`src/rtl/bus_target_mem.sv`:
```
// ---------------------------------------------------------------------------
// bus_target_mem
//  Memory-backed target on the CPU-side request bus. The master asks for the
//  bus with req and gets gnt. While it holds gnt it issues start together with
//  mode/addr/data_in. The target inserts WAIT_CYC wait states and then answers
//  with one rdy pulse per beat. It serves single read (00), single write (01),
//  burst read (10, BURST_LEN beats) and reserved (11, one empty beat).
//
//  Optional feature: define BUS_TGT_ERR_EN to add the err port. err then
//  flags reserved-mode beats and burst beats whose address wrapped past
//  2**AW-1.
//
//  Ports
//   clk      in   bus clock, posedge
//   rst_n    in   asynchronous active-low reset
//   req      in   master requests the bus
//   start    in   transfer start, honoured only while gnt=1
//   mode     in   transfer type (see above)
//   addr     in   transfer address, sampled with start
//   data_in  in   write data, sampled with start
//   gnt      out  bus granted
//   rdy      out  one-cycle pulse per completed beat
//   data_out out  read data, valid when rdy && data_oe
//   data_oe  out  target drives data (read beats only)
//   err      out  error flag (BUS_TGT_ERR_EN only)
// ---------------------------------------------------------------------------
module bus_target_mem #(
   parameter int AW        = 8,
   parameter int DW        = 8,
   parameter int WAIT_CYC  = 2,
   parameter int BURST_LEN = 4
) (
   input  logic          clk,
   input  logic          rst_n,
   input  logic          req,
   input  logic          start,
   input  logic [1:0]    mode,
   input  logic [AW-1:0] addr,
   input  logic [DW-1:0] data_in,
   output logic          gnt,
   output logic          rdy,
   output logic [DW-1:0] data_out,
   output logic          data_oe
`ifdef BUS_TGT_ERR_EN
   ,output logic         err
`endif
);

   localparam logic [1:0] M_RD  = 2'b00;
   localparam logic [1:0] M_WR  = 2'b01;
   localparam logic [1:0] M_BRD = 2'b10;
   localparam logic [1:0] M_RSV = 2'b11;

   // Wait counter is loaded with WAIT_CYC-1 so WAIT lasts exactly WAIT_CYC cycles.
   localparam logic [3:0] WLOAD = (WAIT_CYC > 0) ? 4'(WAIT_CYC - 1) : 4'd0;
   localparam logic [4:0] BLAST = 5'(BURST_LEN - 1);

   typedef enum logic [1:0] {S_IDLE, S_GRANT, S_WAIT, S_RESP} state_t;

   state_t        state, state_nx;
   logic [AW-1:0] addr_lat;
   logic [1:0]    mode_lat;
   logic [DW-1:0] data_lat;
   logic [3:0]    wcnt;
   logic [4:0]    bcnt;
   logic          last_beat;
   logic          rd_beat;

   // Memory has no reset; contents survive rst_n.
   logic [DW-1:0] mem [0:(1<<AW)-1];

   assign last_beat = (mode_lat != M_BRD) || (bcnt == BLAST);

   // State register
   always_ff @(posedge clk or negedge rst_n) begin
      if (!rst_n) state <= S_IDLE;
      else        state <= state_nx;
   end

   // Next-state logic
   always_comb begin
      state_nx = state;
      case (state)
         S_IDLE:  if (req) state_nx = S_GRANT;
         S_GRANT: begin
            // start outranks a simultaneous req drop
            if (start)     state_nx = (WAIT_CYC > 0) ? S_WAIT : S_RESP;
            else if (!req) state_nx = S_IDLE;
         end
         S_WAIT:  if (wcnt == 4'd0) state_nx = S_RESP;
         S_RESP:  if (last_beat) state_nx = req ? S_GRANT : S_IDLE;
         default: state_nx = S_IDLE;
      endcase
   end

   // Output logic
   always_comb begin
      gnt      = (state == S_GRANT);
      rdy      = (state == S_RESP);
      rd_beat  = rdy && ((mode_lat == M_RD) || (mode_lat == M_BRD));
      data_oe  = rd_beat;
      data_out = rd_beat ? mem[addr_lat] : '0;
   end

   // Transfer datapath: latch on start, count wait states and burst beats
   always_ff @(posedge clk or negedge rst_n) begin
      if (!rst_n) begin
         addr_lat <= '0;
         mode_lat <= M_RD;
         data_lat <= '0;
         wcnt     <= '0;
         bcnt     <= '0;
      end else begin
         if (state == S_GRANT && start) begin
            addr_lat <= addr;
            mode_lat <= mode;
            data_lat <= data_in;
            wcnt     <= WLOAD;
            bcnt     <= '0;
         end else if (state == S_WAIT && wcnt != 4'd0) begin
            wcnt <= wcnt - 4'd1;
         end else if (state == S_RESP && !last_beat) begin
            addr_lat <= addr_lat + AW'(1);   // wraps mod 2**AW
            bcnt     <= bcnt + 5'd1;
         end
      end
   end

   // Write commits only on the rdy edge; an async reset before it drops the write.
   always_ff @(posedge clk) begin
      if (state == S_RESP && mode_lat == M_WR) mem[addr_lat] <= data_lat;
   end

`ifdef BUS_TGT_ERR_EN
   // Set once a burst has stepped past the top address; holds for the rest of the burst.
   logic wrapped;

   always_ff @(posedge clk or negedge rst_n) begin
      if (!rst_n) wrapped <= 1'b0;
      else if (state == S_GRANT && start) wrapped <= 1'b0;
      else if (state == S_RESP && !last_beat && addr_lat == '1) wrapped <= 1'b1;
   end

   assign err = rdy && ((mode_lat == M_RSV) || (mode_lat == M_BRD && wrapped));
`endif

endmodule

```
`config.mk`:
```
export PLATFORM = sky130hd
export DESIGN_NAME = bus_target_mem
export DESIGN_NICKNAME = d
export VERILOG_FILES = /design/src/rtl/bus_target_mem.sv
export SDC_FILE = /design/constraint.sdc
export NUM_CORES = 2
export LEC_CHECK = 0
export ABC_AREA = 0
export CORE_ASPECT_RATIO = 1.4
export CORE_MARGIN = 2
export CORE_UTILIZATION = 50
export CTS_CLUSTER_DIAMETER = 50
export CTS_CLUSTER_SIZE = 10
export DETAILED_ROUTE_END_ITERATION = 8
export PLACE_DENSITY = 0.65
export RECOVER_POWER = 100
export SYNTH_ARGS = -nofsm -noshare
export SYNTH_HDL_FRONTEND = slang
export SYNTH_SLANG_ARGS = --single-unit
```
`constraint.sdc`:
```
create_clock -name clk -period 9.2 [get_ports clk]
set_input_delay 1.38 -clock clk [delete_from_list [all_inputs] [get_ports clk]]
set_output_delay 1.38 -clock clk [all_outputs]
set_load 0.005 [all_outputs]
```
* Word level (Yosys, flattened, before mapping)
Memory sizes are Yosys's and may differ from the RTL's.
Index checks and enable logic that the tools add are counted.
Widths: inputs -> output; s select.
** Storage, ports and cells
- Bits in writable memories :: 2048
- Latch bits :: 0
- Memories :: 1
- Flip-flop bits (word level) :: 29
- Output and inout bits :: 11
- Bits of input ports :: 22
- Word-level logic and storage cells :: 56
- Bits in read-only memories :: 0
** Memory list
- mem :: depth 256, width 8, rd ports 1, clocked after Yosys merged registers in 0, write ports 1, line 70 : logic [DW-1:0] mem [0:(1<<AW)-1];
** Cells by class
- Bitwise operators :: 0
- Divide/modulo/power cells :: 0
- Muxes and demuxes :: 18
- Shift operators :: 0
- Magnitude comparators :: 0
- Reductions and logical operators :: 16
- $add $sub $neg :: 3
- Multipliers :: 0
- Equality and inequality tests :: 12
** Operators with widths (number)
- $mux 8 :: 4
- $mux 5 :: 3
- $mux 2 :: 5
- $add 8x1->8 const B :: 1
- $mux 4 :: 2
- $ne 2x2->1 const B :: 4
- $pmux 2 s4 :: 1
- $eq 2x2->1 const B :: 3
- $add 5x1->5 const B :: 1
- $eq 5x2->1 const B :: 1
- $logic_and 1x1->1 :: 5
- $eq 2x1->1 const B :: 2
- $logic_not 2->1 :: 2
- $logic_not 4->1 :: 1
- $reduce_and 4->1 :: 1
- $reduce_bool 2->1 :: 2
- $reduce_bool 4->1 :: 1
- $sub 4x1->4 const B :: 1
- $mux 1 :: 3
- $ne 3x3->1 const B :: 1
- $logic_or 1x1->1 :: 2
- $ne 2x1->1 const B :: 1
- $reduce_and 2->1 :: 1
- $logic_not 1->1 :: 1

* Longest topological paths before layout
- Depth in word-level cells :: 7
- Depth in mapped cells :: 12
- Gate-level depth less buffers :: 7

* Least setup slack after synthesis
No wires, ideal clock.
- Path kind :: register to register
- From :: reg data_lat[0]
- To :: mem mem[0][0] (data pin)
- Arrival time :: 3.183 ns
- Buffers on the path :: 0
- Data required time :: 8.396 ns
- Path slack :: 5.213 ns
- Library setup time :: 0.804 ns
- Stages on the path, launching flop included :: 1
- Clock period less this slack :: 3.987 ns
- Cell sequence :: dfrtp_1
** RTL lines
- start, declared :: line 63 : logic [DW-1:0] data_lat;
- start signal, assigned :: line 117 : data_lat <= data_in;
- end, declared :: line 70
No word-level cell before the write port.

* Worst setup path after layout
- From :: reg addr_lat[3]
- To :: out data_out[6]
** Between the ends
- Word-level cells in the longest chain between the ends :: 2
** RTL lines
- start, declared :: line 61 : logic [AW-1:0] addr_lat;
- start signal, assigned :: line 115 : addr_lat <= addr;
- start signal, assigned :: line 123 : addr_lat <= addr_lat + AW'(1);
- $mem_v2 256x8
- $mux 8 :: line 102 : data_out = rd_beat ? mem[addr_lat] : '0;
- end, declared :: line 42 : output logic [DW-1:0] data_out,
No other way between the ends.

==> impl_results.md <==
* Status: finished with violations
* Failing checks: max-capacitance violations, max-slew violations
* EDFF count, synth at 2048
* Area Overhead vs Synth at 10.1%
* Die W at between 300 and 400 um
* Gate power share at approximately 27%
* H-tree levels at 4
* Post-synth ARST share at about 1.4%
* Initial DRC count at 4696
* Lkg Pwr at approximately 29 nW
* CTS tree: yes
* Final hold vios at 0
* Routed vias at 40687
* Nets at ~4300
* GP Congestion at 0.867
* Port bufs at 32
* Sequential Power Share at 44.9%
* Max Fclk at around 120 MHz
* Area leader, netlist: edfxtp_1
* #FFs+latches synth at 2077
* Fin Setup TNS at 0 ns
* Root Buffer: clkbuf_16
* Worst path cell trace: nor2b_1 > clkbuf_1 > nand3_1 > nand3_1 > or2_1 > a21oi_1 > a211oi_1 > dlygate4sd3_1
* Syn Nets at around 4200
* First-pass DRT Iterations at 6
* Signal arrival time at the worst endpoint at ~6.8 ns
* Count leader, synth: edfxtp_1
* Crit-path most repeated cell: nand3_1
* Slew @ Worst Pin at just under 5 ns
* Global-route wire length before repair at 298 mm
* Avg Cell Area, Syn at just under 20 um2
* Setup violators final at 0
* Grt total ovfl at 0
* Overall power at between 0.02 and 0.03 W
* CP max-delay cell: nor2b_1
* Inserted Clock Buffers at between 200 and 250
* # Post-CTS Setup Buffers at 0
* Global Route Usage Sum at about 25%
* Synth Cell Area at ~81000 um2
* Worst Hold Class: reg -> reg
* Clk buf depth at 3
* Layout cells sized above 1 at between 10% and 20%
* Wire per inst at 32.3 um
* CP startpoint kind: flip-flop
* Fillers at approximately 12000
* CP max FO at 30
* Dominant synthesized flop cell: edfxtp_1
* VDD IR-drop max at roughly 0.00028 V
* Site row count at about 170
* Max cap viols at 37
* Cts hold-fix bufs at 0
* Synth Instances at around 4200
* Worst-Skew Late Latency at 0.85 ns
* Die area at approximately 170000 um2
* Synth cell types at 63
* Critical path capture point type: output pin
* Pwr dens at between 300 and 400 nW/um2
* Synth top area share at 75.8%
* Crit Path Class: reg -> out
* Clock power share at about 28%
* RSZ-0062 raised after global routing: no
* DP HPWL at between 100 and 150 mm
* Top Ports at 33
* Minimum clock period at around 8.2 ns
* Initial antenna violation count at 6
* DRT Wirelength at ~210 mm
* CTS Sinks at 2077
* Sw Ratio at between 30% and 40%
* Die height at between 400 and 500 um
* Max-slew violations at 2308
* Clock-pin slew on the worst setup and hold paths at ~0.06 ns
* Vias per cell at roughly 6.3
* Crit share post-route at around nine tenths
* Fin util at 55.5%
* Antenna viol nets, final at 0
* Critical path's largest stage delay at approximately 1.9 ns
* Switching power at 0.00910 W
* # DRC at 0
* Top cells by area, synth: edfxtp_1 76%, mux4_2 9.6%, mux2i_1 3.7%
* Synth cell count leaders: 2048 x edfxtp_1, 347 x mux4_2, 335 x nor2_1, 300 x mux2i_1, 162 x nand2_1
* Max_slew headroom at -229%
* Core area at about 160000 um2
* Post-synthesis sequential area ratio at about 77%
* Largest net degree at the start of global routing at a little over 200
* Clock skew at around 0.024 ns
* Post-CTS sizing at 0
* Critical path required time at ~8 ns
* Number of global-route vias before repair at between 40000 and 50000
* Internal power at ~0.019 W
* Effective utilization at floorplan at about 50%
* Yosys warns at 0
[worst paths after layout]
path                        startpoint     endpoint  slack, ns  cells after the start
min in group asynchronous        rst_n  data_lat[3]       1.06                      1
hold / removal             mode_lat[0]  mode_lat[0]       0.51                      2
hold reg to reg            mode_lat[0]  mode_lat[0]       0.51                      2
setup / recovery           addr_lat[3]  data_out[6]       1.03                      8
setup reg to reg           data_lat[1]  mem[108][1]       1.84                      2
max in group asynchronous        rst_n  addr_lat[0]       6.78                      1
[kinds of logic (layout without fill, tap and decap cells)]
kind of cell,after synthesis,in the layout,share of synthesized area (%)
compound gates,505,505,4.25
xor+xnor,12,12,0.130
fa+ha+maj,6,6,0.0925
buf+inv,262,396,1.85
flops,2077,2077,76.7
mux,655,655,13.4
other cells,0,2,0
simple gates,652,652,3.54
[routing by layer]
metal	wire length [um]	global-route usage (%)	share of wire, %	vias up
met5	38	0	0.018	-
met4	10300	11.1	5.0	6
met3	14900	4.74	7.2	454
met2	107000	42.8	51	1750
met1	75600	31.7	36	21389
li1	-	-	-	17088
[area by class of cell]
class / count / area (um2) / area share [%]
Antenna cell: 2 / 5.00 / 0.00560
Clock buffer: 271 / 5800 / 6.50
Clock inverter: 16 / 245 / 0.275
Inverter: 7 / 26.3 / 0.0294
Multi-Input combinational cell: 1830 / 17500 / 19.5
Sequential cell: 2077 / 62200 / 69.7
Tap cell: 2112 / 2640 / 2.96
Timing Repair Buffer: 102 / 896 / 1.00
[cells in the final DEF (no fill, tap or decap), drive strengths merged, types with 7 or more instances in the layout]
cell type	n
edfxtp	2048
a221oi	40
a22oi	97
nand3	44
mux2i	300
mux4	347
o22ai	78
dfrtp	29
nor2	338
clkbuf	295
and2	11
nor2b	35
nand4	14
a221o	7
a32oi	7
a31oi	10
o32ai	7
clkdlybuf4s50	20
o21ai	49
o2111ai	16
a21oi	98
and3	10
a22o	14
inv	17
a211oi	59
nor4bb	7
dlygate4sd3	11
o211ai	9
nand2	162
mux2	8
buf	47
nor4	7
xor2	8
o41ai	7
[power groups by stage]
stage	logic, W	clock network, W	registers [W]
final	0.00761	0.00781	0.0126
after global routing	0.00798	0.00825	0.0127
after CTS	0.00768	0.00789	0.0123
after detailed placement	0.00767	0	0.0125
after global placement	0.00761	0	0.0125
after floorplan	0.00462	0	0.0128
[critical path, delay by kind of cell, from the launching register on]
family	cells	cell delay, ns
AOI/OAI and AO/OA	2	0.89
and+or+nand+nor	4	2.81
buffers and inverters	2	1.25
DFF	1	0.96
[registers in the layout, summed over array words and instances, names as in the netlist, named ones only]
signal / flops
mem: 2048
addr_lat: 8
data_lat: 8
bcnt: 5
wcnt: 4
mode_lat: 2
state: 1
[per-stage QoR]
stage	instances	area, um2	hold WS [ns]	setup WS [ns]
6_report	6417	89300	0.508	1.03
5_1_grt	6416	89300	0.581	0.908
4_1_cts	6415	89500	0.507	1.84
3_5_place_dp	6128	83500	0.495	2.75
3_3_place_gp	6127	83500	0.487	2.61
2_1_floorplan	4169	81100	0.460	5.21
(Power assumes the default switching activity.)
